$ cat config.mk
export PLATFORM = sky130hd
export DESIGN_NAME = gps_sig_gen_flat
export DESIGN_NICKNAME = d
export VERILOG_FILES = /design/src/rtl/gps_sig_gen_pkg.sv /design/src/rtl/gps_sig_gen_if.sv /design/src/rtl/gps_sig_gen_ca_code_gen.sv /design/src/rtl/gps_sig_gen.sv /design/src/flat_wrapper.sv
export SDC_FILE = /design/constraint.sdc
export NUM_CORES = 1
export LEC_CHECK = 0
export CAP_MARGIN = 20
export CORE_MARGIN = 2
export CORE_UTILIZATION = 50
export DETAILED_ROUTE_END_ITERATION = 16
export HOLD_SLACK_MARGIN = 0.03
export PLACE_DENSITY_LB_ADDON = 0.25
export SLEW_MARGIN = 20
export SYNTH_ARGS = -nofsm -noshare
export SYNTH_HDL_FRONTEND = slang
export SYNTH_SLANG_ARGS = --single-unit
export TNS_END_PERCENT = 50
$ cat constraint.sdc
create_clock -name clk -period 5.3 [get_ports clk]
set_input_delay 0.53 -clock clk [delete_from_list [all_inputs] [get_ports clk]]
set_output_delay 0.53 -clock clk [all_outputs]
set_load 0.03 [all_outputs]
$ cat src/rtl/gps_sig_gen_pkg.sv
// Shared types, constants and PRN tap table for the synthetic GPS L1 C/A source.
package gps_sig_gen_pkg;

  localparam int unsigned CA_LEN     = 1023;
  localparam int unsigned CHIP_W     = 10;
  localparam int unsigned LFSR_W     = 10;
  localparam int unsigned SAT_W      = 6;
  localparam int unsigned DOP_W      = 16;
  localparam int unsigned CODE_ACC_W = 18;

  // Carrier LO lookup indexed by carrier phase quadrant
  localparam logic [3:0] LO_SIN = 4'b1100;
  localparam logic [3:0] LO_COS = 4'b0110;

  // Feedback taps, bit n-1 set for stage n (stage 10 is the output stage)
  localparam logic [LFSR_W-1:0] G1_FB_MASK = 10'b10_0000_0100;
  localparam logic [LFSR_W-1:0] G2_FB_MASK = 10'b11_1010_0110;

  typedef enum logic [1:0] {
    ST_IDLE = 2'd0,
    ST_LOAD = 2'd1,
    ST_RUN  = 2'd2
  } state_e;

  // Two-stage G2 tap mask
  function automatic logic [LFSR_W-1:0] tap_mask(input int unsigned a, input int unsigned b);
    return (LFSR_W'(1) << (a - 1)) | (LFSR_W'(1) << (b - 1));
  endfunction

  // G2 phase-selector taps per PRN
  function automatic logic [LFSR_W-1:0] prn_g2_mask(input logic [SAT_W-1:0] sat);
    case (sat)
      6'd1:  return tap_mask(2, 6);
      6'd2:  return tap_mask(3, 7);
      6'd3:  return tap_mask(4, 8);
      6'd4:  return tap_mask(5, 9);
      6'd5:  return tap_mask(1, 9);
      6'd6:  return tap_mask(2, 10);
      6'd7:  return tap_mask(1, 8);
      6'd8:  return tap_mask(2, 9);
      6'd9:  return tap_mask(3, 10);
      6'd10: return tap_mask(2, 3);
      6'd11: return tap_mask(3, 4);
      6'd12: return tap_mask(5, 6);
      6'd13: return tap_mask(6, 7);
      6'd14: return tap_mask(7, 8);
      6'd15: return tap_mask(8, 9);
      6'd16: return tap_mask(9, 10);
      6'd17: return tap_mask(1, 4);
      6'd18: return tap_mask(2, 5);
      6'd19: return tap_mask(3, 6);
      6'd20: return tap_mask(4, 7);
      6'd21: return tap_mask(5, 8);
      6'd22: return tap_mask(6, 9);
      6'd23: return tap_mask(1, 3);
      6'd24: return tap_mask(4, 6);
      6'd25: return tap_mask(5, 7);
      6'd26: return tap_mask(6, 8);
      6'd27: return tap_mask(7, 9);
      6'd28: return tap_mask(8, 10);
      6'd29: return tap_mask(1, 6);
      6'd30: return tap_mask(2, 7);
      6'd31: return tap_mask(3, 8);
      6'd32: return tap_mask(4, 9);
      default: return tap_mask(2, 6);
    endcase
  endfunction

  // Start configuration acceptance
  function automatic logic cfg_valid(input logic [SAT_W-1:0] sat, input logic [CHIP_W-1:0] ph);
    return (sat >= 6'd1) && (sat <= 6'd32) && (ph <= CHIP_W'(CA_LEN - 1));
  endfunction

endpackage

$ cat src/rtl/gps_sig_gen_if.sv
// Control/config and sample-output bundle between a bench/host and gps_sig_gen.
interface gps_sig_gen_if;
  import gps_sig_gen_pkg::*;

  logic              start;
  logic              stop;
  logic [SAT_W-1:0]  sat;
  logic [CHIP_W-1:0] code_phase_init;
  logic [DOP_W-1:0]  doppler_omega;
  logic              nav_data;
  logic              adc_clk;
  logic              i_sample;
  logic              q_sample;
  logic              busy;
  logic              epoch;
  logic              cfg_err;

  modport master (
    output start, stop, sat, code_phase_init, doppler_omega, nav_data,
    input  adc_clk, i_sample, q_sample, busy, epoch, cfg_err
  );

  modport slave (
    input  start, stop, sat, code_phase_init, doppler_omega, nav_data,
    output adc_clk, i_sample, q_sample, busy, epoch, cfg_err
  );
endinterface

$ cat src/rtl/gps_sig_gen_ca_code_gen.sv
// C/A Gold code generator: G1/G2 LFSRs with per-PRN G2 tap selection.
module ca_code_gen
  import gps_sig_gen_pkg::*;
(
  input  logic             clk,
  input  logic             rst,
  input  logic             step_i,
  input  logic             reload_i,
  input  logic [SAT_W-1:0] sat_i,
  output logic             chip_c_o
);

  logic [LFSR_W:1] g1_q, g1_d;
  logic [LFSR_W:1] g2_q, g2_d;

  // LFSR state registers, all-ones at reset
  always_ff @(posedge clk or negedge rst) begin
    if (!rst) begin
      g1_q <= '1;
      g2_q <= '1;
    end else begin
      g1_q <= g1_d;
      g2_q <= g2_d;
    end
  end

  // Reload takes priority over a step
  always_comb begin
    g1_d = g1_q;
    g2_d = g2_q;
    if (reload_i) begin
      g1_d = '1;
      g2_d = '1;
    end else if (step_i) begin
      g1_d = {g1_q[LFSR_W-1:1], ^(g1_q & G1_FB_MASK)};
      g2_d = {g2_q[LFSR_W-1:1], ^(g2_q & G2_FB_MASK)};
    end
  end

  assign chip_c_o = g1_q[LFSR_W] ^ (^(g2_q & prn_g2_mask(sat_i)));

endmodule

$ cat src/rtl/gps_sig_gen.sv
// Synthetic GPS L1 C/A baseband source: 1-bit I/Q plus adc_clk sample strobe.
// Optional navigation-bit modulation enabled by defining GPS_SIG_GEN_NAV_EN.
module gps_sig_gen
  import gps_sig_gen_pkg::*;
#(
  parameter int unsigned SAMPLE_DIV     = 4,
  parameter int unsigned CODE_NCO_OMEGA = 67027,
  parameter int unsigned NAV_EPOCHS     = 20
) (
  input  logic         clk,
  input  logic         rst,
  gps_sig_gen_if.slave bus
);

  localparam int unsigned DIV_W = (SAMPLE_DIV > 2) ? $clog2(SAMPLE_DIV) : 1;
  localparam logic [DIV_W-1:0] DIV_LAST = DIV_W'(SAMPLE_DIV - 1);
  localparam logic [DIV_W-1:0] DIV_HALF = DIV_W'(SAMPLE_DIV / 2);

  state_e                state_q, state_d;
  logic [SAT_W-1:0]      sat_q, sat_d;
  logic [CHIP_W-1:0]     phase_q, phase_d;
  logic [CHIP_W-1:0]     load_cnt_q, load_cnt_d;
  logic [CHIP_W-1:0]     chip_cnt_q, chip_cnt_d;
  logic [CODE_ACC_W-1:0] code_acc_q, code_acc_d;
  logic [DOP_W-1:0]      dop_q, dop_d;
  logic [DIV_W-1:0]      div_q, div_d;
  logic                  adc_q, adc_d;
  logic                  i_q, i_d;
  logic                  q_q, q_d;
  logic                  busy_q, busy_d;
  logic                  epoch_q, epoch_d;
  logic                  cfg_err_q, cfg_err_d;
  logic                  step_c, reload_c, chip_c, code_carry, nav;
  logic [1:0]            ph;

  ca_code_gen u_ca (
    .clk      (clk),
    .rst      (rst),
    .step_i   (step_c),
    .reload_i (reload_c),
    .sat_i    (sat_q),
    .chip_c_o (chip_c)
  );

  // State, NCO and output registers
  always_ff @(posedge clk or negedge rst) begin
    if (!rst) begin
      state_q    <= ST_IDLE;
      sat_q      <= '0;
      phase_q    <= '0;
      load_cnt_q <= '0;
      chip_cnt_q <= '0;
      code_acc_q <= '0;
      dop_q      <= '0;
      div_q      <= '0;
      adc_q      <= 1'b0;
      i_q        <= 1'b0;
      q_q        <= 1'b0;
      busy_q     <= 1'b0;
      epoch_q    <= 1'b0;
      cfg_err_q  <= 1'b0;
    end else begin
      state_q    <= state_d;
      sat_q      <= sat_d;
      phase_q    <= phase_d;
      load_cnt_q <= load_cnt_d;
      chip_cnt_q <= chip_cnt_d;
      code_acc_q <= code_acc_d;
      dop_q      <= dop_d;
      div_q      <= div_d;
      adc_q      <= adc_d;
      i_q        <= i_d;
      q_q        <= q_d;
      busy_q     <= busy_d;
      epoch_q    <= epoch_d;
      cfg_err_q  <= cfg_err_d;
    end
  end

  // FSM next state, code/carrier NCOs and sample generation
  always_comb begin
    state_d    = state_q;
    sat_d      = sat_q;
    phase_d    = phase_q;
    load_cnt_d = load_cnt_q;
    chip_cnt_d = chip_cnt_q;
    code_acc_d = code_acc_q;
    dop_d      = dop_q;
    div_d      = div_q;
    adc_d      = 1'b0;
    i_d        = i_q;
    q_d        = q_q;
    epoch_d    = 1'b0;
    cfg_err_d  = 1'b0;
    step_c     = 1'b0;
    reload_c   = 1'b0;
    code_carry = 1'b0;
    ph         = dop_q[DOP_W-1:DOP_W-2];

    case (state_q)
      ST_IDLE: begin
        if (bus.start && !bus.stop) begin
          if (cfg_valid(bus.sat, bus.code_phase_init)) begin
            state_d    = ST_LOAD;
            sat_d      = bus.sat;
            phase_d    = bus.code_phase_init;
            load_cnt_d = '0;
            chip_cnt_d = bus.code_phase_init;
            code_acc_d = '0;
            dop_d      = '0;
            div_d      = '0;
            reload_c   = 1'b1;
          end else begin
            cfg_err_d = 1'b1;
          end
        end
      end
      ST_LOAD: begin
        // Slew the LFSRs to the requested chip, one step per clock
        if (load_cnt_q == phase_q) begin
          state_d = ST_RUN;
        end else begin
          step_c     = 1'b1;
          load_cnt_d = load_cnt_q + CHIP_W'(1);
          if (load_cnt_q + CHIP_W'(1) == phase_q) state_d = ST_RUN;
        end
      end
      ST_RUN: begin
        adc_d = (div_q >= DIV_HALF);
        div_d = (div_q == DIV_LAST) ? '0 : div_q + DIV_W'(1);
        if (div_q == '0) begin
          i_d   = chip_c ^ LO_COS[ph] ^ nav;
          q_d   = chip_c ^ LO_SIN[ph] ^ nav;
          dop_d = dop_q + bus.doppler_omega;
          {code_carry, code_acc_d} = {1'b0, code_acc_q} + (CODE_ACC_W + 1)'(CODE_NCO_OMEGA);
          if (code_carry) begin
            if (chip_cnt_q == CHIP_W'(CA_LEN - 1)) begin
              chip_cnt_d = '0;
              reload_c   = 1'b1;
              epoch_d    = 1'b1;
            end else begin
              chip_cnt_d = chip_cnt_q + CHIP_W'(1);
              step_c     = 1'b1;
            end
          end
        end
      end
      default: state_d = ST_IDLE;
    endcase

    if (bus.stop) begin
      state_d  = ST_IDLE;
      adc_d    = 1'b0;
      i_d      = 1'b0;
      q_d      = 1'b0;
      epoch_d  = 1'b0;
      step_c   = 1'b0;
      reload_c = 1'b0;
    end

    busy_d = (state_d != ST_IDLE);
  end

`ifdef GPS_SIG_GEN_NAV_EN
  localparam int unsigned NAV_W = (NAV_EPOCHS > 1) ? $clog2(NAV_EPOCHS) : 1;

  logic             nav_q, nav_d;
  logic [NAV_W-1:0] nav_ep_q, nav_ep_d;

  // Nav bit registers
  always_ff @(posedge clk or negedge rst) begin
    if (!rst) begin
      nav_q    <= 1'b0;
      nav_ep_q <= '0;
    end else begin
      nav_q    <= nav_d;
      nav_ep_q <= nav_ep_d;
    end
  end

  // Nav bit latched on run entry, then once every NAV_EPOCHS code epochs
  always_comb begin
    nav_d    = nav_q;
    nav_ep_d = nav_ep_q;
    if (state_q == ST_LOAD && state_d == ST_RUN) begin
      nav_d    = bus.nav_data;
      nav_ep_d = '0;
    end else if (epoch_d) begin
      if (nav_ep_q == NAV_W'(NAV_EPOCHS - 1)) begin
        nav_ep_d = '0;
        nav_d    = bus.nav_data;
      end else begin
        nav_ep_d = nav_ep_q + NAV_W'(1);
      end
    end
  end

  assign nav = nav_q;
`else
  logic unused_nav;
  assign unused_nav = bus.nav_data ^ (NAV_EPOCHS == 0);
  assign nav        = 1'b0;
`endif

  assign bus.adc_clk  = adc_q;
  assign bus.i_sample = i_q;
  assign bus.q_sample = q_q;
  assign bus.busy     = busy_q;
  assign bus.epoch    = epoch_q;
  assign bus.cfg_err  = cfg_err_q;

endmodule
$ cat src/flat_wrapper.sv
// flat-port wrapper written by rule: the top's interface ports become plain ports
module gps_sig_gen_flat import gps_sig_gen_pkg::*;
#(
  parameter int unsigned SAMPLE_DIV     = 4,
  parameter int unsigned CODE_NCO_OMEGA = 67027,
  parameter int unsigned NAV_EPOCHS     = 20
)
  (clk, rst, bus_start, bus_stop, bus_sat, bus_code_phase_init, bus_doppler_omega, bus_nav_data, bus_adc_clk, bus_i_sample, bus_q_sample, bus_busy, bus_epoch, bus_cfg_err);
  gps_sig_gen_if bus_i ();
  input  logic clk;
  input  logic rst;
  input wire logic [$bits(bus_i.start)-1:0] bus_start;
  input wire logic [$bits(bus_i.stop)-1:0] bus_stop;
  input wire logic [$bits(bus_i.sat)-1:0] bus_sat;
  input wire logic [$bits(bus_i.code_phase_init)-1:0] bus_code_phase_init;
  input wire logic [$bits(bus_i.doppler_omega)-1:0] bus_doppler_omega;
  input wire logic [$bits(bus_i.nav_data)-1:0] bus_nav_data;
  output wire logic [$bits(bus_i.adc_clk)-1:0] bus_adc_clk;
  output wire logic [$bits(bus_i.i_sample)-1:0] bus_i_sample;
  output wire logic [$bits(bus_i.q_sample)-1:0] bus_q_sample;
  output wire logic [$bits(bus_i.busy)-1:0] bus_busy;
  output wire logic [$bits(bus_i.epoch)-1:0] bus_epoch;
  output wire logic [$bits(bus_i.cfg_err)-1:0] bus_cfg_err;
  assign bus_i.start = bus_start;
  assign bus_i.stop = bus_stop;
  assign bus_i.sat = bus_sat;
  assign bus_i.code_phase_init = bus_code_phase_init;
  assign bus_i.doppler_omega = bus_doppler_omega;
  assign bus_i.nav_data = bus_nav_data;
  assign bus_adc_clk = bus_i.adc_clk;
  assign bus_i_sample = bus_i.i_sample;
  assign bus_q_sample = bus_i.q_sample;
  assign bus_busy = bus_i.busy;
  assign bus_epoch = bus_i.epoch;
  assign bus_cfg_err = bus_i.cfg_err;
  gps_sig_gen #(.SAMPLE_DIV(SAMPLE_DIV), .CODE_NCO_OMEGA(CODE_NCO_OMEGA), .NAV_EPOCHS(NAV_EPOCHS)) u_core (.clk(clk), .rst(rst), .bus(bus_i));
endmodule
## After elaboration in Yosys (flattened, before gate mapping)

Memories as Yosys holds them, arrays and structs flattened.
Index checks and enable logic that the tools add are counted.

- Output and inout port bits: 6
- Register bits: 100
- Memories: 1
- Bits in read-only memories: 640

Memory list:

| memory | depth | width | rd ports | clocked after memory_dff | write ports | line | text |
|---|---|---|---|---|---|---|---|
| (no name shown) | 64 | 10 | 1 | 0 | 0 | gps_sig_gen_pkg.sv:32 | `case (sat)` |

- Bitwise logic cells: 4
- Equal/unequal tests: 11
- Reductions and logical operators: 21
- Multiplexer cells: 62
- Order comparisons: 5
- $add $sub $neg: 5

Operators by type and width:

| cell | count |
|---|---|
| 2-to-1 mux 10 bit | 12 |
| 2-to-1 mux 18 bit | 3 |
| 2-to-1 mux 16 bit | 3 |
| case mux 10 bit (2 select lines) | 2 |
| case mux 18 bit (2 select lines) | 1 |
| case mux 16 bit (2 select lines) | 1 |
| XOR reduction 10 bit | 3 |
| 2-to-1 mux 1 bit | 26 |
| adder 10 x 1 -> 10 bit (second input constant) | 2 |
| equality test 10 bit | 2 |
| adder 18 x 17 -> 19 bit (second input constant) | 1 |
| adder 16 bit | 1 |
| 2-to-1 mux 2 bit | 8 |
| nonzero test 2 bit | 6 |
| bitwise AND 10 bit | 1 |
| equality test 10 bit (second input constant) | 1 |
| <= comparator 10 bit (second input constant) | 1 |
| != test 2 x 1 -> 1 bit (second input constant) | 4 |
| AND reduction 4 bit | 2 |
| greater-or-equal comparator 6 x 1 -> 1 bit (second input constant) | 1 |
| <= comparator 6 bit (second input constant) | 1 |
| case mux 2 bit (3 select lines) | 1 |
| AND reduction 3 bit | 2 |
| AND reduction 5 bit | 1 |
| 14 further kinds | 22 |

## Longest topological paths before layout

Gate-level depths: netlist of run 1.

- Depth in word-level cells: 8
- Mapped depth: 13

## Hierarchy

Synthesis of run 1 repeated with hierarchy kept, for this count alone.

- Cell total of the unflattened synthesis: 696
- Area total of the unflattened synthesis: 6432.4 µm²

By module, submodules not included:

| module | cells each | area each (µm²) | instances |
|---|---|---|---|
| gps_sig_gen | 534 | 4933.5 | 1 |
| ca_code_gen | 162 | 1498.9 | 1 |

## Worst setup path after synthesis of run 1

OpenSTA, ideal clock, no wires.

- Path type: input-to-reg
- Start: input port bus_doppler_omega[0]
- End: register u_core.dop_q[14]
- Slack: 2.113 ns
- Cell stages on the path: 11
- Arrival: 3.101 ns
- Cells stage by stage: ha_1 fa_1 a21o_1 a21oi_1 o21bai_1 a2111oi_0 o21ai_1 a211oi_1 nor3b_1 or4_1 o211ai_1

- Word-level cells in the longest chain between the ends: 3

Ends and longest elaborated chain:

| element | line | text |
|---|---|---|
| start: declaration | flat_wrapper.sv:16 | `input wire logic [$bits(bus_i.doppler_omega)-1:0] bus_doppler_omega;` |
| adder 16 bit | gps_sig_gen.sv:134 | `dop_d = dop_q + bus.doppler_omega;` |
| 2-to-1 mux 16 bit | gps_sig_gen.sv:131 | `if (div_q == '0) begin` |
| case mux 16 bit (2 select lines) | gps_sig_gen.sv:100 | `case (state_q)` |
| end signal: assignment | gps_sig_gen.sv:69 | `dop_q <= dop_d;` |
| end: declaration | gps_sig_gen.sv:25 | `logic [DOP_W-1:0] dop_q, dop_d;` |

No other way between the ends. The select of a mux whose other input is x is not followed.
A chain may end at the register's enable or synchronous reset.

## Worst setup path in the final report of run 1

Same ends and word-level chain as after synthesis.

==> results of run 1 <==
-- layout make-up --
cell class / count / area (um^2) / share of cell area, %
Multi-Input combinational cell: 536 / 3647 / 50.32
Sequential cell: 100 / 2527 / 34.87
Timing Repair Buffer: 46 / 445.4 / 6.145
Clock buffer: 9 / 225.2 / 3.107
Tap cell: 172 / 215.2 / 2.969
Clock inverter: 7 / 97.59 / 1.346
Inverter: 24 / 90.09 / 1.243
-- cell usage after synthesis, types with 13 or more instances --
| library cell | number |
|---|---|
| clkbuf_1 | 18 |
| mux2i_1 | 27 |
| xnor2_1 | 27 |
| dfstp_2 | 20 |
| nor2_1 | 63 |
| dfrtp_1 | 80 |
| ha_1 | 31 |
| nand3_1 | 25 |
| nand2b_1 | 16 |
| nand2_1 | 74 |
| a21oi_1 | 25 |
| o31ai_1 | 14 |
| o21ai_0 | 45 |
| inv_1 | 23 |
| xor2_1 | 29 |
| mux2_2 | 13 |
-- power breakdown --
group          leakage, nW  internal, mW  total (mW)  switching (mW)
logic                 1.70         0.307       0.632           0.325
clock network        0.154         0.416       0.711           0.295
registers             1.26         0.861        1.00           0.142
-- per-layer routing --
metal | vias up | wire length, um | track usage, %
met2 | 96 | 6820 | 36.67
met1 | 2501 | 6345 | 26.91
li1 | 2528 | - | -
met4 | 0 | 133 | 6.275
met5 | - | 0 | 0
met3 | 9 | 608 | 4.789
-- how the worst max path moves through the flow --
stage	depth (start not counted)	from	endpoint	slack (ps)
finish	12	bus_doppler_omega[0]	u_core.dop_q[14]	1600
global route	12	bus_doppler_omega[0]	u_core.dop_q[14]	1430
CTS	12	bus_doppler_omega[0]	u_core.dop_q[14]	1690
detailed placement	12	bus_doppler_omega[0]	u_core.dop_q[14]	1320
global placement	12	bus_doppler_omega[0]	u_core.dop_q[14]	1340
floorplan	11	bus_doppler_omega[0]	u_core.dop_q[14]	2110
-- cells by family after synthesis --
kind of cell / count (synthesis) / synth area share (%)
compound gates: 160 / 17.25
simple gates: 247 / 18.64
flops: 100 / 39.42
fa+ha+maj: 32 / 6.362
xor+xnor: 57 / 8.002
buf+inv: 57 / 3.825
mux: 40 / 6.499
-- sequential cells by signal, indices dropped and copies added, names as in the netlist --
register,count
u_core.bus.adc_clk,1
u_core.bus.busy,1
u_core.bus.cfg_err,1
u_core.bus.epoch,1
u_core.bus.i_sample,1
u_core.bus.q_sample,1
u_core.chip_cnt_q,10
u_core.code_acc_q,18
u_core.div_q,2
u_core.dop_q,16
u_core.load_cnt_q,10
u_core.phase_q,10
u_core.sat_q,6
u_core.state_q,2
u_core.u_ca.g1_q,10
u_core.u_ca.g2_q,10
-- critical path: stages --
cell	delay (ps)
clkdlybuf4s50_1	420
ha_1	230
fa_1	420
a21o_1	170
a21oi_1	220
o21bai_1	110
a2111oi_0	590
o21ai_1	220
a211oi_1	360
nor3b_1	110
or4_1	480
o211ai_1	100
==> summary.txt, run 1 <==
Clocking
  – CTS clk-pin slew, worst paths: 70 ps
  – Setup bufs post-CTS: 0
  – H-tree depth: 3
  – Clock sink count: 100
  – Root Driver: clkbuf_16
  – CTS Hold Buffers Added: 0
  – Max clock buf depth: 2
  – # resized after CTS: 0
  – Num CTS Buffers: 9
  – Clock Latency Late Sink: 350 ps
  – TritonCTS clock tree: yes

Setup path
  – Worst path required time: 5560 ps
  – Flop-to-flop setup slack: 1840 ps
  – Max Fanout on Critical Path: 2
  – Startpoint types: input pin
  – Crit path arrival time: 3960 ps
  – Critical Path End Type: flip-flop
  – Worst r2r dst: u_core.dop_q[14]
  – Crit path kind: input pin to flip-flop
  – R2r startpoint: u_core.dop_q[0]
  – Reg2reg path depth: 11

Detailed routing
  – Final wirelength: 13.91 mm
  – Vias/cell: 5.743
  – Via Count: 5134
  – Initial DRC Count: 410
  – DR WL/cell: 15.56 um
  – DRT Pass-1 Iters: 8
  – DRC viols: 0
  – Routed Antenna Nets: 0

Synth
  – Avg Cell Area, Syn: 9.251 um^2
  – Number of synthesized flops with an enable pin: 0
  – Synth unique cells: 73
  – Synth area leaders: dfrtp_1, dfstp_2, ha_1
  – Warnings from Yosys: 0
  – Top-area cell type share of the netlist area: 31.23%
  – Syn_nets: 762
  – Synth async-reset ratio: 100.0%
  – Register area share after synthesis: 39.42%
  – Synthesized flop and latch total: 100
  – Mapped Cells: 693
  – Most used DFF post-synth: dfrtp_1
  – Post-Syn Area: 6411 um^2
  – Yosys top cell by area: dfrtp_1

Placed design
  – Pre-CTS setup slack: 1323 ps
  – Dpl cell area: 6922 um^2
  – Placer Congestion: 0.8554
  – DP Wirelength: 9.982 mm
  – # port buffers: 41
  – Dpl cells: 878

Floorplan
  – Initial core utilization: 51.01%
  – Die Ht: 117.2 um
  – DIE AREA: 13740 um^2
  – Core footprint: 12570 um^2
  – Die W: 117.2 um
  – FP Rows: 41
  – I/O pin count: 43

Timing
  – Max-slew violation count: 0
  – Min Hold Slack: 172.0 ps
  – Final worst slack: 1603 ps
  – Fmax: 270.5 MHz
  – RSZ-0062 raised after global routing: no
  – Setup TNS: 0 ps
  – Count of final hold-check violations: 0
  – Fin Clk Skew: 11.50 ps
  – Tcrit/Tclk final: 69.75%
  – Fin crit period: 3697 ps
  – Max-slew headroom: 42.83%
  – Tightest Pin Transition: 857.5 ps
  – Setup-failing EPs final: 0

Finish
  – Fin cells: 894
  – Commonest non-fill, non-tap cell in the layout: dfrtp_1
  – Area delta synth->final: 13.06%
  – Final core utilization: 57.67%
  – Fillers: 1132
  – Commonest cells after routing, fill and taps aside: dfrtp_1, nand2_1, nor2_1
  – Diodes inserted: 0
  – Post-Layout Inst Area: 7248 um^2
  – Layout cells sized above 1: 9.695%
  – Fin nets: 786

Run status
  – Status: finished, final reports clean

Global route
  – Vias in the first global route: 4969
  – Largest net degree at the start of global routing: 55
  – Total gr overflow: 0
  – Global-route wire length before repair: 23.29 mm
  – Antenna violations before repair: 0
  – Gr usage total: 21.32%

Min path
  – Worst min path class: input pin to asynchronous set/reset pin

Power and ir drop
  – Total power: 2.346 mW
  – Pleak: 3.113 nW
  – PwrDens: 323.7 nW/um^2
  – Maximum VDD drop: 0.2350 mV

Run
  – Max Cap Viol: 0
Note: power is estimated with default switching activity, not from simulation.
==> run 2, diff against run 1 <==
==> constraint.sdc (replaced) <==
create_clock -name clk -period 3.31 [get_ports clk]
set_input_delay 0.331 -clock clk [delete_from_list [all_inputs] [get_ports clk]]
set_output_delay 0.331 -clock clk [all_outputs]
set_load 0.03 [all_outputs]
==> summary.txt, run 2 (synthesis results as in run 1) <==
Timing
  – Fin Clk Skew: 8.965 ps (-2.531 ps)
  – Final worst slack: 97.36 ps (-1506 ps)
  – Max-slew headroom: 45.67% (+2.8 points)
  – Tightest Pin Transition: 814.9 ps (-42.58 ps)
  – Tcrit/Tclk final: 97.06%
  – Fmax: 311.3 MHz
  – Setup TNS: 0 ps (unchanged)
  – Count of final hold-check violations: 0 (unchanged)
  – Fin crit period: 3213 ps
  – Setup-failing EPs final: 0 (unchanged)
  – Max-slew violation count: 0 (unchanged)

Floorplan
  – I/O pin count: 43 (unchanged)
  – DIE AREA: 13740 um^2 (unchanged)
  – FP Rows: 41 (unchanged)
  – Core footprint: 12570 um^2 (unchanged)
  – Die Ht: 117.2 um (unchanged)
  – Initial core utilization: 51.01% (unchanged)
  – Die W: 117.2 um (unchanged)

Finish
  – Commonest non-fill, non-tap cell in the layout: dfrtp_1
  – Largest regs: u_core.code_acc_q: 18 flops, u_core.dop_q: 16 flops
  – Area delta synth->final: 14.15%
  – Layout cells sized above 1: 11.28% (+1.6 points)
  – Reg with most FFs: u_core.code_acc_q
  – Diodes inserted: 0 (unchanged)
  – Post-Layout Inst Area: 7318 um^2 (+0.97%)
  – Fin cells: 908 (+1.6%)
  – Final core utilization: 58.23% (+0.56 points)
  – Fin nets: 800 (+1.8%)
  – Max reg flops: 18 (unchanged)
  – Commonest cells after routing, fill and taps aside: dfrtp_1, nand2_1, nor2_1

Clocking
  – Root Driver: clkbuf_16
  – CTS clk-pin slew, worst paths: 70 ps (about the same)
  – Num CTS Buffers: 9 (unchanged)
  – Clock Latency Late Sink: 350 ps (about the same)
  – TritonCTS clock tree: yes
  – H-tree depth: 3 (unchanged)
  – Clock sink count: 100 (unchanged)
  – Max clock buf depth: 2 (unchanged)

Detailed routing
  – Routed Antenna Nets: 0 (unchanged)
  – Final wirelength: 14.10 mm (+1.4%)
  – Via Count: 5167 (+0.64%)
  – DRC viols: 0 (unchanged)
  – DR WL/cell: 15.53 um (-0.18%)
  – Initial DRC Count: 420 (+2.4%)
  – Vias/cell: 5.691 (-0.91%)
  – DRT Pass-1 Iters: 7 (-1)

Power and ir drop
  – Clk pwr share: 27.3% (-3.0 points)
  – Maximum VDD drop: 0.2756 mV (+17%)
  – P_sw: 1.226 mW (+61%)
  – Pleak: 3.169 nW (+1.8%)
  – Sw frac: 33.78% (+1.3 points)
  – Cell Int Power: 2.404 mW (+52%)
  – Sequential share of power: 43.7% (+1.0 points)
  – Comb pwr share: 29.0% (+2.0 points)
  – PwrDens: 496.1 nW/um^2 (+53%)

Placed design
  – Dpl cells: 892 (+1.6%)
  – Pre-CTS setup slack: -271.8 ps (-1595 ps)
  – # port buffers: 41 (unchanged)
  – DP Wirelength: 10.29 mm (+3.1%)
  – Dpl cell area: 7039 um^2 (+1.7%)
  – Placer Congestion: 0.8921 (+4.3%)

Setup path
  – Startpoint types: input pin
  – Crit path kind: input pin to flip-flop
  – Max Fanout on Critical Path: 2 (unchanged)
  – Critical Path End Type: flip-flop
  – Crit path arrival time: 3490 ps (-470 ps)
  – Worst path required time: 3580 ps (-1980 ps)

Global route
  – Vias in the first global route: 5080 (+2.2%)
  – Largest net degree at the start of global routing: 62 (+13%)
  – Total gr overflow: 0 (unchanged)
  – Gr usage total: 22.17% (+0.85 points)
  – Antenna violations before repair: 0 (unchanged)
  – Global-route wire length before repair: 24.08 mm (+3.4%)

Run status
  – Status: finished, final reports clean

Run
  – Max Cap Viol: 0 (unchanged)

Min path
  – Worst min path class: input pin to asynchronous set/reset pin
-- run 2: area by class of cell --
cell class	instances	area (um^2)
timing repair buffer	60	563.0
tap	172	215.2
inverter	24	90.09
multi-input combinational	536	3652
clock inverter	5	37.54
sequential	100	2527
fill	1106	5250
clock buffer	11	232.7
-- run 2: critical path, stage by stage --
cell             delay (ps)
clkdlybuf4s50_1         400
ha_1                    220
fa_1                    390
a21o_1                  170
a21oi_1                 200
o21bai_1                120
a2111oi_1               420
buf_4                   180
o21ai_1                 120
a211oi_2                270
nor3b_1                  90
or4_1                   470
o211ai_1                100
-- run 2: timing repair --
action                     CTS  global route
resized for setup            0             3
setup buffers                0             0
hold buffers                 0             0
setup endpoints to repair    0             2
-- run 2: power by group through the flow --
| stage | sequential, mW | clock (mW) | combinational, mW |
|---|---|---|---|
| 3_3_place_gp | 1.59 | 0 | 1.01 |
| 6_report | 1.59 | 0.992 | 1.05 |
| 3_5_place_dp | 1.60 | 0 | 1.05 |
| 4_1_cts | 1.58 | 1.02 | 1.06 |
| 5_1_grt | 1.61 | 1.07 | 1.18 |
| 2_1_floorplan | 1.52 | 0 | 0.848 |
-- run 2: final timing paths --
check,from,end,slack (ps),depth (start not counted)
max in group asynchronous,rst,u_core.u_ca.g2_q[3],2460,2
min in group clk,u_core.dop_q[4],u_core.dop_q[4],490,2
worst min register to register,u_core.dop_q[4],u_core.dop_q[4],490,2
worst max-delay path,bus_doppler_omega[0],u_core.dop_q[14],100,13
worst max register to register,u_core.dop_q[0],u_core.dop_q[14],120,12
worst min-delay path,rst,u_core.dop_q[6],60,1
-- run 2: metrics by stage --
stage / power [mW] / hold slack (ps)
after floorplan: 2.373 / 35.41
after global placement: 2.606 / 461.2
after CTS: 3.660 / 97.71
final: 3.630 / 58.81
after global routing: 3.862 / 139.3
after detailed placement: 2.650 / 476.2
-- run 2: per-layer routing --
layer / vias up / wire length (um) / GRT usage [%]
li1: 2543 / - / -
met1: 2526 / 6460 / 28.74
met2: 84 / 6933 / 37.78
met3: 14 / 546 / 4.892
met4: 0 / 161 / 5.569
met5: - / 0 / 0
==> run 3, diff against run 2 <==
--- a/config.mk
+++ b/config.mk
@@ -9,10 +9,12 @@
 export CORE_MARGIN = 2
 export CORE_UTILIZATION = 50
 export DETAILED_ROUTE_END_ITERATION = 16
+export GPL_ROUTABILITY_DRIVEN = 0
 export HOLD_SLACK_MARGIN = 0.03
 export PLACE_DENSITY_LB_ADDON = 0.25
 export SLEW_MARGIN = 20
 export SYNTH_ARGS = -nofsm -noshare
 export SYNTH_HDL_FRONTEND = slang
+export SYNTH_HIERARCHICAL = 1
 export SYNTH_SLANG_ARGS = --single-unit
 export TNS_END_PERCENT = 50
==> summary.txt, run 3 <==
Run
  – Max Cap Viol: 0 (unchanged)

Placed design
  – Dpl cells: 900 (+0.90%)
  – # port buffers: 41 (unchanged)
  – Dpl cell area: 7079 um^2 (+0.57%)
  – DP Wirelength: 10.50 mm (+2.1%)

Global route
  – Total gr overflow: 0 (unchanged)
  – Largest net degree at the start of global routing: 61 (-1.6%)
  – Antenna violations before repair: 0 (unchanged)
  – Global-route wire length before repair: 25.59 mm (+6.2%)
  – Gr usage total: 22.45% (+0.29 points)
  – Vias in the first global route: 5329 (+4.9%)

Synth
  – Synthesized flop and latch total: 100 (unchanged)
  – Most used DFF post-synth: dfrtp_1
  – Number of synthesized flops with an enable pin: 0 (unchanged)
  – Synth area leaders: dfrtp_1, dfstp_2, ha_1
  – Syn_nets: 765 (+0.39%)
  – Avg Cell Area, Syn: 9.242 um^2 (-0.10%)
  – Mapped Cells: 696 (+0.43%)
  – Yosys top cell by area: dfrtp_1
  – Synth top cells by count: dfrtp_1, nand2_1, o21ai_0, nor2_1
  – Count leader, synth: dfrtp_1
  – Top-area cell type share of the netlist area: 31.12% (-0.10 points)
  – Synth async-reset ratio: 100.0% (unchanged)
  – Register area share after synthesis: 39.29% (-0.13 points)
  – Warnings from Yosys: 6 (+6)
  – Post-Syn Area: 6432 um^2 (+0.33%)
  – Synth unique cells: 77 (+5.5%)

Clocking
  – CTS Hold Buffers Added: 0 (unchanged)
  – Clock sink count: 100 (unchanged)
  – CTS clk-pin slew, worst paths: 70 ps (about the same)
  – H-tree depth: 3 (unchanged)
  – Max clock buf depth: 2 (unchanged)
  – Num CTS Buffers: 9 (unchanged)
  – Root Driver: clkbuf_16
  – TritonCTS clock tree: yes
  – Clock Latency Late Sink: 350 ps (about the same)

Setup path
  – Max Fanout on Critical Path: 3 (+1)
  – Crit path arrival time: 3420 ps (-70 ps)
  – Worst path required time: 3540 ps (-40 ps)
  – Critical Path End Type: flip-flop
  – Startpoint types: flip-flop
  – Crit path kind: flip-flop to flip-flop

Floorplan
  – Die Ht: 117.4 um (+0.16%)
  – I/O pin count: 43 (unchanged)
  – Die W: 117.4 um (+0.16%)
  – DIE AREA: 13790 um^2 (+0.32%)
  – Core footprint: 12570 um^2 (unchanged)
  – FP Rows: 41 (unchanged)
  – Initial core utilization: 51.18% (+0.17 points)

Power and ir drop
  – Total power: 3.698 mW (+1.9%)
  – Pleak: 3.062 nW (-3.4%)
  – PwrDens: 500.7 nW/um^2 (+0.93%)
  – Maximum VDD drop: 0.2472 mV (-10%)

Timing
  – Fin crit period: 3191 ps (-21.71 ps)
  – Max-slew headroom: 47.16% (+1.5 points)
  – Count of final hold-check violations: 0 (unchanged)
  – Setup TNS: 0 ps (unchanged)
  – Max-slew violation count: 0 (unchanged)
  – Min Hold Slack: 67.70 ps (+8.889 ps)
  – Tightest Pin Transition: 792.7 ps (-22.24 ps)
  – Fin Clk Skew: 9.168 ps (+0.2035 ps)
  – Fmax: 313.4 MHz (+0.68%)
  – Tcrit/Tclk final: 96.40% (-0.66 points)
  – Setup-failing EPs final: 0 (unchanged)

Finish
  – Commonest cells after routing, fill and taps aside: dfrtp_1, nand2_1, o21ai_0
  – Diodes inserted: 0 (unchanged)
  – Area delta synth->final: 14.82%
  – Largest regs: u_core/code_acc_q: 18 flops, u_core/dop_q: 16 flops
  – Fin nets: 809 (+1.1%)
  – Reg with most FFs: u_core/code_acc_q
  – Commonest non-fill, non-tap cell in the layout: dfrtp_1
  – Fin cells: 917 (+0.99%)
  – Post-Layout Inst Area: 7386 um^2 (+0.92%)
  – Max reg flops: 18 (unchanged)
  – Layout cells sized above 1: 12.35% (+1.1 points)

Min path
  – Worst min path class: input pin to asynchronous set/reset pin

Detailed routing
  – DRC viols: 0 (unchanged)
  – DR WL/cell: 16.16 um (+4.0%)
  – DRT Pass-1 Iters: 5 (-2)
  – Final wirelength: 14.82 mm (+5.1%)
  – Routed Antenna Nets: 0 (unchanged)
  – Initial DRC Count: 441 (+5.0%)
  – Via Count: 5379 (+4.1%)
  – Vias/cell: 5.866 (+3.1%)

Run status
  – Status: finished, final reports clean
run 3: final timing paths:
| path | end | from | cells after the start | slack, ps |
|---|---|---|---|---|
| max reg2reg | u_core/bus.i_sample | u_core/sat_q[0] | 15 | 120 |
| min in group clk | u_core/dop_q[6] | u_core/dop_q[6] | 2 | 500 |
| max in group asynchronous | u_core/u_ca/g1_q[5] | rst | 2 | 2400 |
| min | u_core/dop_q[5] | rst | 1 | 70 |
| max | u_core/bus.i_sample | u_core/sat_q[0] | 15 | 120 |
| min reg2reg | u_core/dop_q[6] | u_core/dop_q[6] | 2 | 500 |
run 3: cell type report:
cell class              count  area (um^2)
fillers                  1107         5182
flip-flops and latches    100         2527
well taps                 172        215.2
repair buffers             66        595.6
clock buffers              14        254.0
inverters                  23        86.33
clock inverters             2        35.03
multi-input cells         540         3672
run 3: timing repair:
action | 4_1_cts | 5_1_grt
setup buffers | 0 | 1
endpoints found under the setup margin | 0 | 1
endpoints found under the hold margin | 0 | 0
resized for setup | 0 | 2
run 3: metrics by stage:
| stage | worst slack (ps) | util [%] |
|---|---|---|
| global route | -7.060 | 58.77 |
| global placement | 191.0 | 56.33 |
| CTS | 104.2 | 58.63 |
| floorplan | 360.3 | - |
| finish | 119.1 | 58.77 |
| detailed placement | 146.8 | 56.33 |
run 3: cells by family after synthesis:
kind of cell	synth area share [%]
xor gates and xnor gates	8.073
muxes	5.952
DFF	39.29
adders and majority gates	6.341
AOI/OAI and AO/OA	18.13
and+or+nand+nor	18.36
buffers and inverters	3.851
run 3: critical path: stages, from the launching register on:
cell and delay (ps):
dfrtp_1 380, inv_1 100, ha_1 180, or3b_4 390, a21oi_2 130, a21oi_1 80
nor3b_2 220, xnor3_1 370, xnor2_2 160, xor2_2 160, xnor2_1 290, xnor2_1 200
xor2_1 170, nor2_1 50, a21oi_1 130, nor2_1 50
run 3: metal layers:
| metal | up-vias | global-route usage, % | wire [um] |
|---|---|---|---|
| met5 | - | 0 | 0 |
| met4 | 0 | 6.852 | 284 |
| met3 | 26 | 4.961 | 634 |
| met2 | 145 | 37.83 | 7204 |
| met1 | 2614 | 28.95 | 6692 |
| li1 | 2594 | - | - |
run 3: report_power, final:
part / switching [mW] / total (mW) / internal, mW / leakage (nW)
registers: 0.180 / 1.55 / 1.37 / 1.26
logic: 0.562 / 1.10 / 0.536 / 1.66
clock network: 0.447 / 1.05 / 0.607 / 0.141
